==> src/rtl/grain_keystream_gen.sv <==
// Grain-style keystream generator: one LFSR and one NFSR with parameterised taps,
// an optional initialisation phase, and MSB-first packing into OUT_W-bit words.
module grain_keystream_gen #(
    parameter int              L_W         = 80,
    parameter int              N_W         = 24,
    parameter logic [L_W-1:0]  LF_MASK     = (80'd1 << 0) | (80'd1 << 13) | (80'd1 << 23) |
                                             (80'd1 << 38) | (80'd1 << 51) | (80'd1 << 62),
    parameter logic [N_W-1:0]  NF_MASK     = (24'd1 << 0) | (24'd1 << 5) | (24'd1 << 9) |
                                             (24'd1 << 14) | (24'd1 << 20),
    parameter int              NA          = 3,
    parameter int              NB          = 17,
    parameter logic [L_W-1:0]  ZL_MASK     = (80'd1 << 0) | (80'd1 << 25) | (80'd1 << 64),
    parameter logic [N_W-1:0]  ZN_MASK     = (24'd1 << 1) | (24'd1 << 10) | (24'd1 << 22),
    parameter int              ZA          = 46,
    parameter int              ZB          = 12,
    parameter int              INIT_ROUNDS = 160,
    parameter int              OUT_W       = 8
) (
    input  logic             Clk,
    input  logic             reset,
    input  logic             start,
    input  logic             skip_init,
    input  logic [L_W-1:0]   SEED_l,
    input  logic [N_W-1:0]   SEED_n,
    output logic             busy,
    output logic             running,
    output logic             ks_bit,
    output logic             ks_bit_valid,
    output logic [OUT_W-1:0] out_word,
    output logic             out_valid,
    input  logic             out_ready
);

    localparam int CW = (OUT_W > 1) ? $clog2(OUT_W) : 1;
    localparam int RW = (INIT_ROUNDS > 1) ? $clog2(INIT_ROUNDS) : 1;

    typedef enum logic [1:0] {S_IDLE, S_INIT, S_RUN} state_e;

    state_e           state_q, state_d;
    logic [L_W-1:0]   l_q, l_d;
    logic [N_W-1:0]   n_q, n_d;
    logic [RW-1:0]    rnd_q, rnd_d;
    logic [CW-1:0]    bit_cnt_q, bit_cnt_d;
    logic [OUT_W-1:0] col_q, col_d;
    logic [OUT_W-1:0] out_word_q, out_word_d;
    logic             out_valid_q, out_valid_d;

    logic             z, lf, nf, init_fb, stall, run_step, word_done;
    logic [OUT_W-1:0] word_next;

    // Step function on registered state; in INIT the output bit is folded back in.
    assign z       = (^(l_q & ZL_MASK)) ^ (^(n_q & ZN_MASK)) ^ (l_q[ZA] & n_q[ZB]);
    assign init_fb = (state_q == S_INIT) & z;
    assign lf      = (^(l_q & LF_MASK)) ^ init_fb;
    assign nf      = (^(n_q & NF_MASK)) ^ l_q[0] ^ (n_q[NA] & n_q[NB]) ^ init_fb;

    // Only the bit that would complete a word can be blocked by a full output register.
    assign stall     = out_valid_q && !out_ready && (bit_cnt_q == CW'(OUT_W - 1));
    assign run_step  = (state_q == S_RUN) && !stall && !start;
    assign word_done = bit_cnt_q == CW'(OUT_W - 1);
    assign word_next = OUT_W'({col_q, z});

    always_comb begin
        state_d     = state_q;
        l_d         = l_q;
        n_d         = n_q;
        rnd_d       = rnd_q;
        bit_cnt_d   = bit_cnt_q;
        col_d       = col_q;
        out_word_d  = out_word_q;
        out_valid_d = out_valid_q;
        if (start) begin
            // Reload from any state; a pending word and partial collector are discarded.
            l_d         = SEED_l;
            n_d         = SEED_n;
            bit_cnt_d   = '0;
            col_d       = '0;
            out_valid_d = 1'b0;
            rnd_d       = RW'(INIT_ROUNDS - 1);
            state_d     = skip_init ? S_RUN : S_INIT;
        end else begin
            case (state_q)
                S_INIT: begin
                    l_d = {lf, l_q[L_W-1:1]};
                    n_d = {nf, n_q[N_W-1:1]};
                    if (rnd_q == '0) state_d = S_RUN;
                    else             rnd_d   = rnd_q - RW'(1);
                end
                S_RUN: begin
                    if (out_valid_q && out_ready) out_valid_d = 1'b0;
                    if (run_step) begin
                        l_d   = {lf, l_q[L_W-1:1]};
                        n_d   = {nf, n_q[N_W-1:1]};
                        col_d = word_next;
                        if (word_done) begin
                            out_word_d  = word_next;
                            out_valid_d = 1'b1;
                            bit_cnt_d   = '0;
                        end else begin
                            bit_cnt_d = bit_cnt_q + CW'(1);
                        end
                    end
                end
                default: ;
            endcase
        end
    end

    always_ff @(posedge Clk or negedge reset) begin
        if (!reset) begin
            state_q     <= S_IDLE;
            l_q         <= '0;
            n_q         <= '0;
            rnd_q       <= '0;
            bit_cnt_q   <= '0;
            col_q       <= '0;
            out_word_q  <= '0;
            out_valid_q <= 1'b0;
        end else begin
            state_q     <= state_d;
            l_q         <= l_d;
            n_q         <= n_d;
            rnd_q       <= rnd_d;
            bit_cnt_q   <= bit_cnt_d;
            col_q       <= col_d;
            out_word_q  <= out_word_d;
            out_valid_q <= out_valid_d;
        end
    end

    assign busy         = (state_q == S_INIT);
    assign running      = (state_q == S_RUN);
    assign ks_bit_valid = run_step;
    assign ks_bit       = run_step & z;
    assign out_word     = out_word_q;
    assign out_valid    = out_valid_q;

endmodule

==> config.mk <==
export PLATFORM = sky130hd
export DESIGN_NAME = grain_keystream_gen
export DESIGN_NICKNAME = d
export VERILOG_FILES = /design/src/rtl/grain_keystream_gen.sv
export SDC_FILE = /design/constraint.sdc
export NUM_CORES = 1
export LEC_CHECK = 0
export CORE_MARGIN = 3
export CORE_UTILIZATION = 47
export CTS_CLUSTER_DIAMETER = 80
export CTS_CLUSTER_SIZE = 30
export DETAILED_ROUTE_END_ITERATION = 6
export HOLD_SLACK_MARGIN = 0.1
export PLACE_DENSITY = 0.77
export SYNTH_ARGS = -nofsm -noshare
export SYNTH_HDL_FRONTEND = slang
export SYNTH_SLANG_ARGS = --single-unit
==> constraint.sdc <==
create_clock -name Clk -period 1.76 [get_ports Clk]
set_input_delay 0.352 -clock Clk [delete_from_list [all_inputs] [get_ports Clk]]
set_output_delay 0.352 -clock Clk [all_outputs]
set_load 0.01 [all_outputs]
Word level (Yosys, flattened, before mapping)
Index checks and enable logic that the tools add are counted.
{ "classes": {"order_cmp": 0, "shift": 0, "multipliers": 0, "n_reduce_logical": 23, "bitwise": 11, "mux": 25, "div_mod_pow": 0, "eq_ne": 5, "n_addsub": 2} }
{ "op_table": {"columns": ["cell", "n"], "rows": [
  ["$mux W80", 2],
  ["$pmux W80 S2", 1],
  ["$reduce_xor A80 Y1", 2],
  ["$mux W24", 2],
  ["$pmux W24 S2", 1],
  ["$reduce_xor A24 Y1", 2],
  ["$mux W8", 3],
  ["$mux W7", 3],
  ["$mux W3", 4],
  ["$logic_not A8 Y1", 1],
  ["$mux W2", 4],
  ["$reduce_and A2 Y1", 4],
  ["$reduce_bool A2 Y1", 4],
  ["$sub A8 B1 Y8 const B", 1],
  ["$xor A1 B1 Y1", 6],
  ["$logic_and A1 B1 Y1", 5],
  ["$mux W1", 5],
  ["$and A1 B1 Y1", 4],
  ["$reduce_and A4 Y1", 1],
  ["$add A3 B1 Y3 const B", 1],
  ["$eq A3 B3 Y1 const B", 1],
  ["$logic_not A1 Y1", 3],
  ["$ne A3 B2 Y1 const B", 1],
  ["$reduce_bool A3 Y1", 1],
  ["4 further kinds", 4]
]} }
{ "word_totals": {"latch_bits": 0, "memories": 0, "reg_bits": 133, "romBits": 0, "ramBits": 0, "out_inout_bits": 13, "elab_cells": 74} }

Depth between registers and ports, before layout
Gate-level depths: netlist of run 1.
{ "depth": {"word_depth": 9, "mapped_depth": 10, "depth_no_buf": 8} }

Worst setup path after synthesis of run 1
Ideal clock, no wire load.
{ "synth_path": {"path_type": "flip-flop to output port", "from": "register bit_cnt_q[0]", "to": "output ks_bit", "t_arrival_ns": 1.696, "n_path_buf": 1, "required_time_ns": 1.408, "path_slack_ns": -0.288, "stages_incl_launch_ff": 8, "path_cell_list": "dfrtp_1 ha_1 ha_1 nand3b_1 and3_1 clkbuf_1 inv_1 nor2_1"} }
{ "synth_between": {"elab_chain_cells": 6} }
{ "synth_lines": {"columns": ["item", "line_no", "source"], "rows": [
  ["start, declared", "43", "logic [CW-1:0] bit_cnt_q, bit_cnt_d;"],
  ["start signal, assigned", "124", "bit_cnt_q <= bit_cnt_d;"],
  ["$eq A3 B3 Y1", "58", "assign stall = out_valid_q && !out_ready && (bit_cnt_q == CW'(OUT_W - 1));"],
  ["$logic_and A1 B1 Y1", "58", null],
  ["$logic_not A1 Y1", "59", "assign run_step = (state_q == S_RUN) && !stall && !start;"],
  ["$logic_and A1 B1 Y1 (2 in a row)", "59", null],
  ["via ks_bit_valid", "28", "output logic ks_bit_valid,"],
  ["$and A1 B1 Y1", "134", "assign ks_bit = run_step & z;"],
  ["end, declared", "27", "output logic ks_bit,"]
]} }
The timed path passes the listed nets, and every way through them passes these cells.

Worst setup path after layout of run 1
{ "layout_path": {"from": "register bit_cnt_q[1]", "to": "register n_q[23]"} }
{ "layout_between": {"elab_chain_cells": 7} }
{ "layout_lines": {"columns": ["item", "line_no", "source"], "rows": [
  ["$eq A3 B3 Y1", "58", null],
  ["$logic_and A1 B1 Y1", "58", null],
  ["$logic_not A1 Y1", "59", null],
  ["$logic_and A1 B1 Y1 (2 in a row)", "59", null],
  ["$ne A3 B2 Y1 (no line)", null, null],
  ["$reduce_and A2 Y1 (no line)", null, null],
  ["end signal, assigned", "122", "n_q <= n_d;"],
  ["end, declared", "41", "logic [N_W-1:0] n_q, n_d;"]
]} }
Every way passes these cells.
A chain may end at the register's enable or synchronous reset.

==> results of run 1 <==
metal layers:
metal  track usage [%]  up-vias  wire length (um)
li1                  -     2413                 -
met1              27.1     2739              8140
met2              38.0      180             10900
met3              4.63       47               835
met4              9.21        0               573
met5                 0        -                 0
layout make-up:
type / instances / area [um^2]
repair buffers: 224 / 2770
fillers: 675 / 2230
clock buffers: 20 / 467
inverters: 6 / 22.5
multi-input cells: 400 / 3530
well taps: 172 / 215
clock inverters: 11 / 155
flip-flops and latches: 133 / 3330
path summary, 6_finish.rpt:
kind                              startpoint     endpoint  slack, ns
max in group asynchronous              reset  out_word[1]       0.78
worst min-delay path                   start     rnd_q[0]       0.34
worst max register to register  bit_cnt_q[1]      n_q[23]      -0.48
worst max-delay path            bit_cnt_q[1]      n_q[23]      -0.48
min in group asynchronous              reset      n_q[17]       0.42
worst min register to register       l_q[52]      l_q[52]       0.48
kinds of logic (layout without fill, tap and decap cells):
| family | Yosys count | after routing | share of synthesized area (%) |
|---|---|---|---|
| simple gates | 139 | 139 | 9.43 |
| compound gates | 123 | 123 | 11.1 |
| flops | 133 | 133 | 53.9 |
| fa+ha+maj | 4 | 4 | 0.811 |
| mux | 112 | 112 | 18.3 |
| buf+inv | 45 | 261 | 3.28 |
| xor+xnor | 22 | 22 | 3.12 |
tightest hold or removal path, stage by stage:
cell                       delay (ns)
sky130_fd_sc_hd__buf_6           0.09
sky130_fd_sc_hd__clkinv_1        0.05
sky130_fd_sc_hd__buf_4           0.16
sky130_fd_sc_hd__nand2_1         0.06
sequential cells by signal (all words and copies together), names as in the netlist:
register / flops
n_q: 24
out_valid: 1
col_q: 7
l_q: 80
bit_cnt_q: 3
out_word: 8
rnd_q: 8
state_q: 2
stage by stage:
step | worst slack [ns] | area, um^2 | power (uW)
6_report | -0.478 | 10500 | 10900
5_1_grt | -0.516 | 10500 | 11300
4_1_cts | -0.418 | 9100 | 9870
3_5_place_dp | -0.495 | 7970 | 5740
3_3_place_gp | -0.502 | 7970 | 5630
2_1_floorplan | 0.00253 | 6220 | 4900
power groups by stage:
stage | clock network (uW) | registers, uW | logic [uW]
6_report | 3770 | 4060 | 3100
2_1_floorplan | 0 | 3850 | 1060
4_1_cts | 3760 | 3900 | 2210
3_5_place_dp | 0 | 3940 | 1800
3_3_place_gp | 0 | 3900 | 1730
5_1_grt | 3930 | 4110 | 3280
cell usage after synthesis, types with 4 or more instances:
| cell | count |
|---|---|
| sky130_fd_sc_hd__mux2_2 | 7 |
| sky130_fd_sc_hd__ha_1 | 4 |
| sky130_fd_sc_hd__mux2i_1 | 105 |
| sky130_fd_sc_hd__dfrtp_1 | 133 |
| sky130_fd_sc_hd__a22o_1 | 7 |
| sky130_fd_sc_hd__inv_1 | 5 |
| sky130_fd_sc_hd__buf_2 | 12 |
| sky130_fd_sc_hd__o21ai_0 | 103 |
| sky130_fd_sc_hd__clkbuf_1 | 23 |
| sky130_fd_sc_hd__xor2_1 | 5 |
| sky130_fd_sc_hd__nand2_1 | 116 |
| sky130_fd_sc_hd__xnor2_1 | 17 |
| sky130_fd_sc_hd__nor2_1 | 7 |
repair_timing:
action,4_1_cts,5_1_grt
setup endpoints to repair,50,124
setup buffers,12,15
gates cloned,8,22
hold buffers,1,0
pin swaps,16,123
endpoints found under the hold margin,38,0
gates resized for setup,133,263
==> run summary, run 1 <==
The Yosys warning count was 0; the routed length per instance was 21.1 um. The final sum of negative setup slack was -35.65 ns; the standby leakage power was 0.00487 uW. Power spread over the standard cell area amounts to 1040 nW/um^2. The netlist uses 37 different library cells. Setup repair after global routing could not meet its margin everywhere.

Leaving out fill and tap cells, the most frequent cells in the layout are 133 x sky130_fd_sc_hd__dfrtp_1, 114 x sky130_fd_sc_hd__clkdlybuf4s50_1, 105 x sky130_fd_sc_hd__mux2i_1. In this run, the clock network consumes 34.5% of the power. The worst hold slack after final layout was 0.340 ns; the total track usage was 22.1%. The DRC violation total after the first TritonRoute iteration was 364.

The count of endpoints failing setup in the final report was 120; the die height was 121 um. TritonCTS created 17 clock buffers. Switching power: 3210 uW. Detailed placement ended at an HPWL of 9940 um. The tools report the number of max-slew violations in the final report as 0. The run gives 53.9% as the sequential element share of the synthesized area. The post-route netlist has 42.9% of its cells at a drive strength greater than 1. The count of buffers added on input and output ports is 121. In this run, synthesis inferred 0 flip-flops with an integrated enable. The buffer levels on the longest clock path was 2. The biggest area contributor in the post-synthesis netlist is sky130_fd_sc_hd__dfrtp_1. The routed layout has 5379 vias. The slowest cell on the critical path is sky130_fd_sc_hd__dfrtp_1.

The highest cell delay on the worst timing path came out at 0.38 ns. The number of buffers and inverters on the critical path is 2. On the final layout, the worst clock skew is 0.0102 ns.

The tightest min-delay check is of the in -> reg type. The tools report the largest net degree at the start of global routing as 61. By startpoint and endpoint, the worst setup path is classified as reg -> reg. The fraction of power spent switching nets is 29.4%. Dividing the final minimum period by the clock period gives 127%. The run gives 0 as the number of hold violations in the final report. The post-CTS clock slew at the launch and capture registers of the worst setup and hold paths works out to 0.06 ns.

Routability-driven placement finished with a final weighted congestion of 0.738. Cells fill 82.5% of the core in the end. The residual DRC count came out at 1. The number of nets in the synthesized netlist is 691. The number of placed instances, taps included, is 882. Sum of routed wire length over all layers: 20400 um. The clock tree synthesis step divided the H-tree into 4 levels. In this run the number of cells on the critical path is 10. TritonCTS built the clock tree. The arrival time of data at the critical path endpoint was 2.59 ns; the worst slew margin relative to its limit was 70.2%.

STA puts the critical path data required time at 2.11 ns. The count of pins on the block boundary is 122, and the site row count is 41. Smallest setup slack after layout: -0.478 ns. The flow ran to the end, but the final reports show violations. The top cell type by area accounts for 53.9% of the synthesized area. Summing every instance area after synthesis gives 6170 um^2. After synthesis the netlist holds a flip-flop and latch count of 133.

The tools report the maximum clock frequency as 447 MHz. Along the worst hold path, the cell count comes to 4. The total overflow left after global routing is 0.

Once detail routing completed, the nets flagged for antenna violations numbered 0. The master cell of the clock root buffer was sky130_fd_sc_hd__clkbuf_16. Die footprint: 14500 um^2.

The pre-antenna-repair detailed-routing pass consisted of 7 iterations. By area the synthesized netlist is led by sky130_fd_sc_hd__dfrtp_1 54%, sky130_fd_sc_hd__mux2i_1 17%, sky130_fd_sc_hd__o21ai_0 8.4%, sky130_fd_sc_hd__nand2_1 7.1%, sky130_fd_sc_hd__xnor2_1 2.4%. Combinational cells account for 28.4% of the total power.

The element type at the critical path end was a register. The maximum fanout along the worst path is 7, and the signed area change from the synthesized netlist to the final layout is 70.1%. The logs give 48.5% for the starting density of the core and 24900 um for the wire length of the first global-routing pass. Across the run, the number of max-cap violations was 0. Counting cells, the worst reg-to-reg path comes to 10. Floorplan die width: 121 um.

STA classifies the critical path startpoint as a register. Synthesized area per cell: 10.7 um^2. For the number of standard cells in the layout, taps in and fillers out, the log shows 966. Traced cell by cell, the critical path runs through ha_2, ha_4, nand3b_1, buf_4, a21oi_4, and2b_4, buf_12, nor3b_4, mux2i_1, o211a_1. The clock reaches the later pin of the worst-skew pair after 0.42 ns. Internal power comes to 7710 uW. VDD sags by at most 0.624 mV. Counting I/O delays and the setup requirement, the final critical path takes 2.24 ns.

The tools report the synthesized instance count as 578. The floorplan core area is 12700 um^2, and the portion of total power attributed to sequential cells is 37.2%. The run gives 0 as the number of antenna violations at the first check in global routing. The run gives 895 as the final net count. The primary flip-flop cell chosen by synthesis mapping was sky130_fd_sc_hd__dfrtp_1.

Slew at the pin closest to its max-slew limit: 0.448 ns. The most common cell after layout, fill and taps aside is sky130_fd_sc_hd__dfrtp_1. In the routed layout, each cell is associated on average with a via count of 5.57. The async set-reset flop share out of synthesis was 100%. The logs give 5071 for the via count of the first global-routing pass and 0 for the number of antenna cells inserted. Among cell families on the critical path, the largest total delay comes from simple AND/OR/NAND/NOR gates. The tools report the clock net sink count as 133. The final reports fail on design-rule violations, negative setup slack.
Power figures use the tool's default switching activity.
==> run 2: changes to the inputs <==
--- a/config.mk
+++ b/config.mk
@@ -5,13 +5,14 @@
 export SDC_FILE = /design/constraint.sdc
 export NUM_CORES = 1
 export LEC_CHECK = 0
+export CORE_ASPECT_RATIO = 0.6
 export CORE_MARGIN = 3
-export CORE_UTILIZATION = 47
+export CORE_UTILIZATION = 56
 export CTS_CLUSTER_DIAMETER = 80
 export CTS_CLUSTER_SIZE = 30
 export DETAILED_ROUTE_END_ITERATION = 6
 export HOLD_SLACK_MARGIN = 0.1
-export PLACE_DENSITY = 0.77
+export PLACE_DENSITY = 0.86
 export SYNTH_ARGS = -nofsm -noshare
 export SYNTH_HDL_FRONTEND = slang
 export SYNTH_SLANG_ARGS = --single-unit
==> constraint.sdc (replaced) <==
create_clock -name Clk -period 2.6 [get_ports Clk]
set_input_delay 0.52 -clock Clk [delete_from_list [all_inputs] [get_ports Clk]]
set_output_delay 0.52 -clock Clk [all_outputs]
set_load 0.01 [all_outputs]
==> run 2 against run 1 <==
  * Non-clock buffer count is 87 lower
  * Critical path type is now reg -> out
  * Combinational power fell by 63%
  * Via count fell by 14%
  * Clock power decreased by 31%
  * Total power fell by 41%
  * First-iteration DRC count shrank 9.9%
  * Register-to-register slack better by 0.92 ns
  * Critical path depth shrank 4
  * Cell count shrank 13%
  * Critical endpoint is now ks_bit_valid
  * The run now ends clean
  * Global-route usage is 3.0 points higher
  * Sequential power shrank 34%
==> run summary, run 2 (synthesis gave the netlist of run 1 again) <==
The standby leakage power is 0.00367 uW (was 0.00487 uW). The highest cell delay on the worst timing path was 0.41 ns (was 0.38 ns). The met3 wirelength from detailed routing is 1090 um (was 835 um). The critical path startpoint category was a register (unchanged).

The tools report the number of antenna violations at the first check in global routing as 0 (unchanged). The tools report the largest net degree at the start of global routing as 112 (was 61). Highest-count cells in the layout ignoring fill and taps: 133 x sky130_fd_sc_hd__dfrtp_1, 117 x sky130_fd_sc_hd__clkdlybuf4s50_1, 116 x sky130_fd_sc_hd__nand2_1 (was 133 x sky130_fd_sc_hd__dfrtp_1, 114 x sky130_fd_sc_hd__clkdlybuf4s50_1, 105 x sky130_fd_sc_hd__mux2i_1). The critical path endpoint was ks_bit_valid (was n_q[23]). Routed length per instance: 17.1 um (was 21.1 um).

Chain of cells forming the critical path: ha_1, ha_2, nand3b_1, and3_1, buf_6, clkdlybuf4s15_1 (was ha_2, ha_4, nand3b_1, buf_4, a21oi_4, and2b_4, buf_12, nor3b_4, mux2i_1, o211a_1). The clock tree skew after final layout came out at 0.0128 ns (was 0.0102 ns). The register bank with the most flops was l_q (unchanged). For the arrival time of data at the critical path endpoint, the log shows 1.97 ns (was 2.59 ns). Final antenna-violating net count: 0 (unchanged). The final net count is 808 (was 895).

The tools report the required arrival time at the worst endpoint as 2.08 ns (was 2.11 ns). Post-CTS clock slew at the launch and capture registers of the worst setup and hold paths: 0.06 ns (about the same). The element type at the critical path end was an output port (was a register). Cell class contributing the biggest share of worst-path delay: adder cells (was simple AND/OR/NAND/NOR gates). The tools report the floorplan core area as 10300 um^2 (was 12700 um^2).

The tools report the count of pins on the block boundary as 122 (unchanged). For the wire length of the first global-routing pass, the log shows 24200 um (was 24900 um). The category of the critical setup timing path was reg -> out (was reg -> reg). The slowest cell on the critical path is sky130_fd_sc_hd__dfrtp_1 (unchanged).

The worst path buffer plus inverter count came out at 2 (unchanged). The number of gates on the worst path with buffers counted works out to 6 (was 10). The number of maximum-capacitance violations came out at 0 (unchanged).

Registers with the most flip-flops: l_q (80), n_q (24) (unchanged). The starting density of the core is 59.9% (was 48.5%), and the signed area change from the synthesized netlist to the final layout is 32.9% (was 70.1%). The run gives 6390 um (was 8140 um) as the length of routed wiring on met1. The final period utilization is 95.9%, and the flip-flop count of the largest register, all copies and words added is 80 (unchanged). The tools report the die footprint as 12400 um^2 (was 14500 um^2). DRC violation total after the first TritonRoute iteration: 328 (was 364). Residual DRC count: 0 (was 1). The tools report the via count as 4612 (was 5379). The number of buffers added by the clock tree synthesis step is 17 (unchanged). The maximum fanout along the worst path is 10 (was 7). The worst hold path class is reg -> reg (was in -> reg). The number of cells on the worst reg-to-reg path was 8 (was 10). The tools report the sum of routed wire length over all layers as 14400 um (was 20400 um). TritonCTS built the clock tree. Timing would allow up to 401 MHz. The number of hold violations in the final report was 0 (unchanged); the clock period minus final worst setup slack was 2.49 ns. The logs give 0.804 (was 0.738) for the placer's final routability congestion estimate and 0 (was 120) for the count of endpoints failing setup in the final report. The tools report the overflow left after global routing as 0 (unchanged). The buffer levels on the longest clock path was 2 (unchanged); the number of antenna cells inserted was 0 (unchanged). The tools report the total track usage as 25.1% (was 22.1%). The most common cell after layout, fill and taps aside was sky130_fd_sc_hd__dfrtp_1 (unchanged). For the via count of the first global-routing pass, the log shows 4830 (was 5071). The die height is 87.3 um (was 121 um), and the number of standard cells in the layout, taps in and fillers out is 843 (was 966). The area of the multi-input gates was 2660 um^2 (was 3530 um^2). Floorplan die width: 142 um (was 121 um). Number of buffers added for setup after CTS: 0 (was 12). The start of the worst register-to-register path was bit_cnt_q[0] (was bit_cnt_q[1]).

The power per cell area is 780 nW/um^2 (was 1040 nW/um^2). Worst flop-to-flop path endpoint: l_q[18] (was n_q[23]). The register area was 3330 um^2 (unchanged). The latest clock arrival within the worst-skew pair came out at 0.41 ns (was 0.42 ns). The total length of routed met2 wires was 6820 um (was 10900 um); the HPWL reported at the end of detailed placement was 9820 um (was 9940 um). The beginning of the critical path is bit_cnt_q[0] (was bit_cnt_q[1]).

The flow ran to the end, and the final reports show no timing, DRC or antenna violations. The run gives 0 ns (was -35.65 ns) as the final sum of negative setup slack. The run gives 632 (was 675) as the number of inserted filler cells in the final layout.

Master cell of the clock root buffer: sky130_fd_sc_hd__clkbuf_16 (unchanged). The tools report the worst slew margin relative to its limit as 45.2% (was 70.2%). The top layer used by detailed routing is met4 (unchanged). The tools report the number of max-slew violations in the final report as 0 (unchanged).

Setup repair after global routing left no endpoint under its margin. The instance count after placement with tap cells included was 810 (was 882); the level count of the clock H-tree was 4 (unchanged). The slew at the pin closest to its max-slew limit was 0.821 ns (was 0.448 ns); the worst supply voltage drop on vdd was 0.653 mV (was 0.624 mV). The via count normalized by instance count came out at 5.47 (was 5.57).

The number of buffers inserted by port buffering works out to 121 (unchanged). The number of iterations in the first detailed-routing pass was 5 (was 7). The site row count was 28 (was 41); the share of final-layout standard cells stronger than drive strength 1 was 9.18% (was 42.9%). The reg2reg setup slack was 0.44 ns (was -0.48 ns). Clock net sink count: 133 (unchanged).
-- run 2: cell count changes in the layout (fill, tap and decap cells not counted), sizes merged, moves of 3 or more --
cell           change
clkinv             -3
clkdlybuf4s50      +3
clkbuf            -20
buf               -70
clkinvlp           +3
-- run 2: worst min-delay path by stage --
stage                     depth (start not counted)  slack, ns     from      endpoint
final                                             2       0.48   l_q[9]        l_q[9]
after global routing                              2       0.50  l_q[20]       l_q[20]
after CTS                                         2       0.48  l_q[20]       l_q[20]
after detailed placement                          1       0.43    reset        l_q[3]
after global placement                            1       0.43    reset        l_q[2]
after floorplan                                   0       0.22    reset  bit_cnt_q[0]
-- run 2: worst reg2reg max path, stage by stage (launching register included) --
cell and delay, ns:
sky130_fd_sc_hd__dfrtp_1 0.39, sky130_fd_sc_hd__ha_1 0.19, sky130_fd_sc_hd__ha_2 0.25, sky130_fd_sc_hd__nand3b_1 0.11
sky130_fd_sc_hd__a21oi_1 0.23, sky130_fd_sc_hd__and2b_4 0.31, sky130_fd_sc_hd__buf_12 0.32, sky130_fd_sc_hd__nand2_1 0.12
sky130_fd_sc_hd__o21ai_0 0.13
-- run 2: area by class of cell --
| class | instances | share of cell area (%) |
|---|---|---|
| flip-flops and latches | 133 | 40.6 |
| multi-input cells | 400 | 32.4 |
| repair buffers | 137 | 16.9 |
| clock buffers | 19 | 5.28 |
| clock inverters | 13 | 2.50 |
| well taps | 135 | 2.06 |
| inverters | 6 | 0.275 |
-- run 2: power by group --
group	total, uW	switching (uW)	internal, uW
logic	1140	556	583
registers	2660	245	2420
clock network	2600	899	1700
-- run 2: per-stage QoR --
step,power (uW),hold WS (ns),instance area (um^2),worst slack (ns),util [%]
after CTS,6420,0.482,8190,0.00126,79.6
after global placement,3700,0.431,7540,0.0618,73.2
final,6400,0.476,8200,0.106,79.6
after global routing,6710,0.496,8200,0.0178,79.6
after detailed placement,3780,0.432,7540,0.000716,73.2
after floorplan,3300,0.224,6170,0.384,-
-- run 2: what timing repair did --
| action | CTS | global route |
|---|---|---|
| endpoints found under the hold margin | 33 | 0 |
| hold buffers | 1 | 0 |
| endpoints found under the setup margin | 2 | 2 |
| resized for setup | 4 | 5 |
-- run 2: per-layer routing --
layer  vias to the layer above  global-route usage [%]
met5                         -                       0
met4                         0                    6.79
met3                        14                    7.79
met2                       139                    39.7
met1                      2227                    34.2
li1                       2232                       -
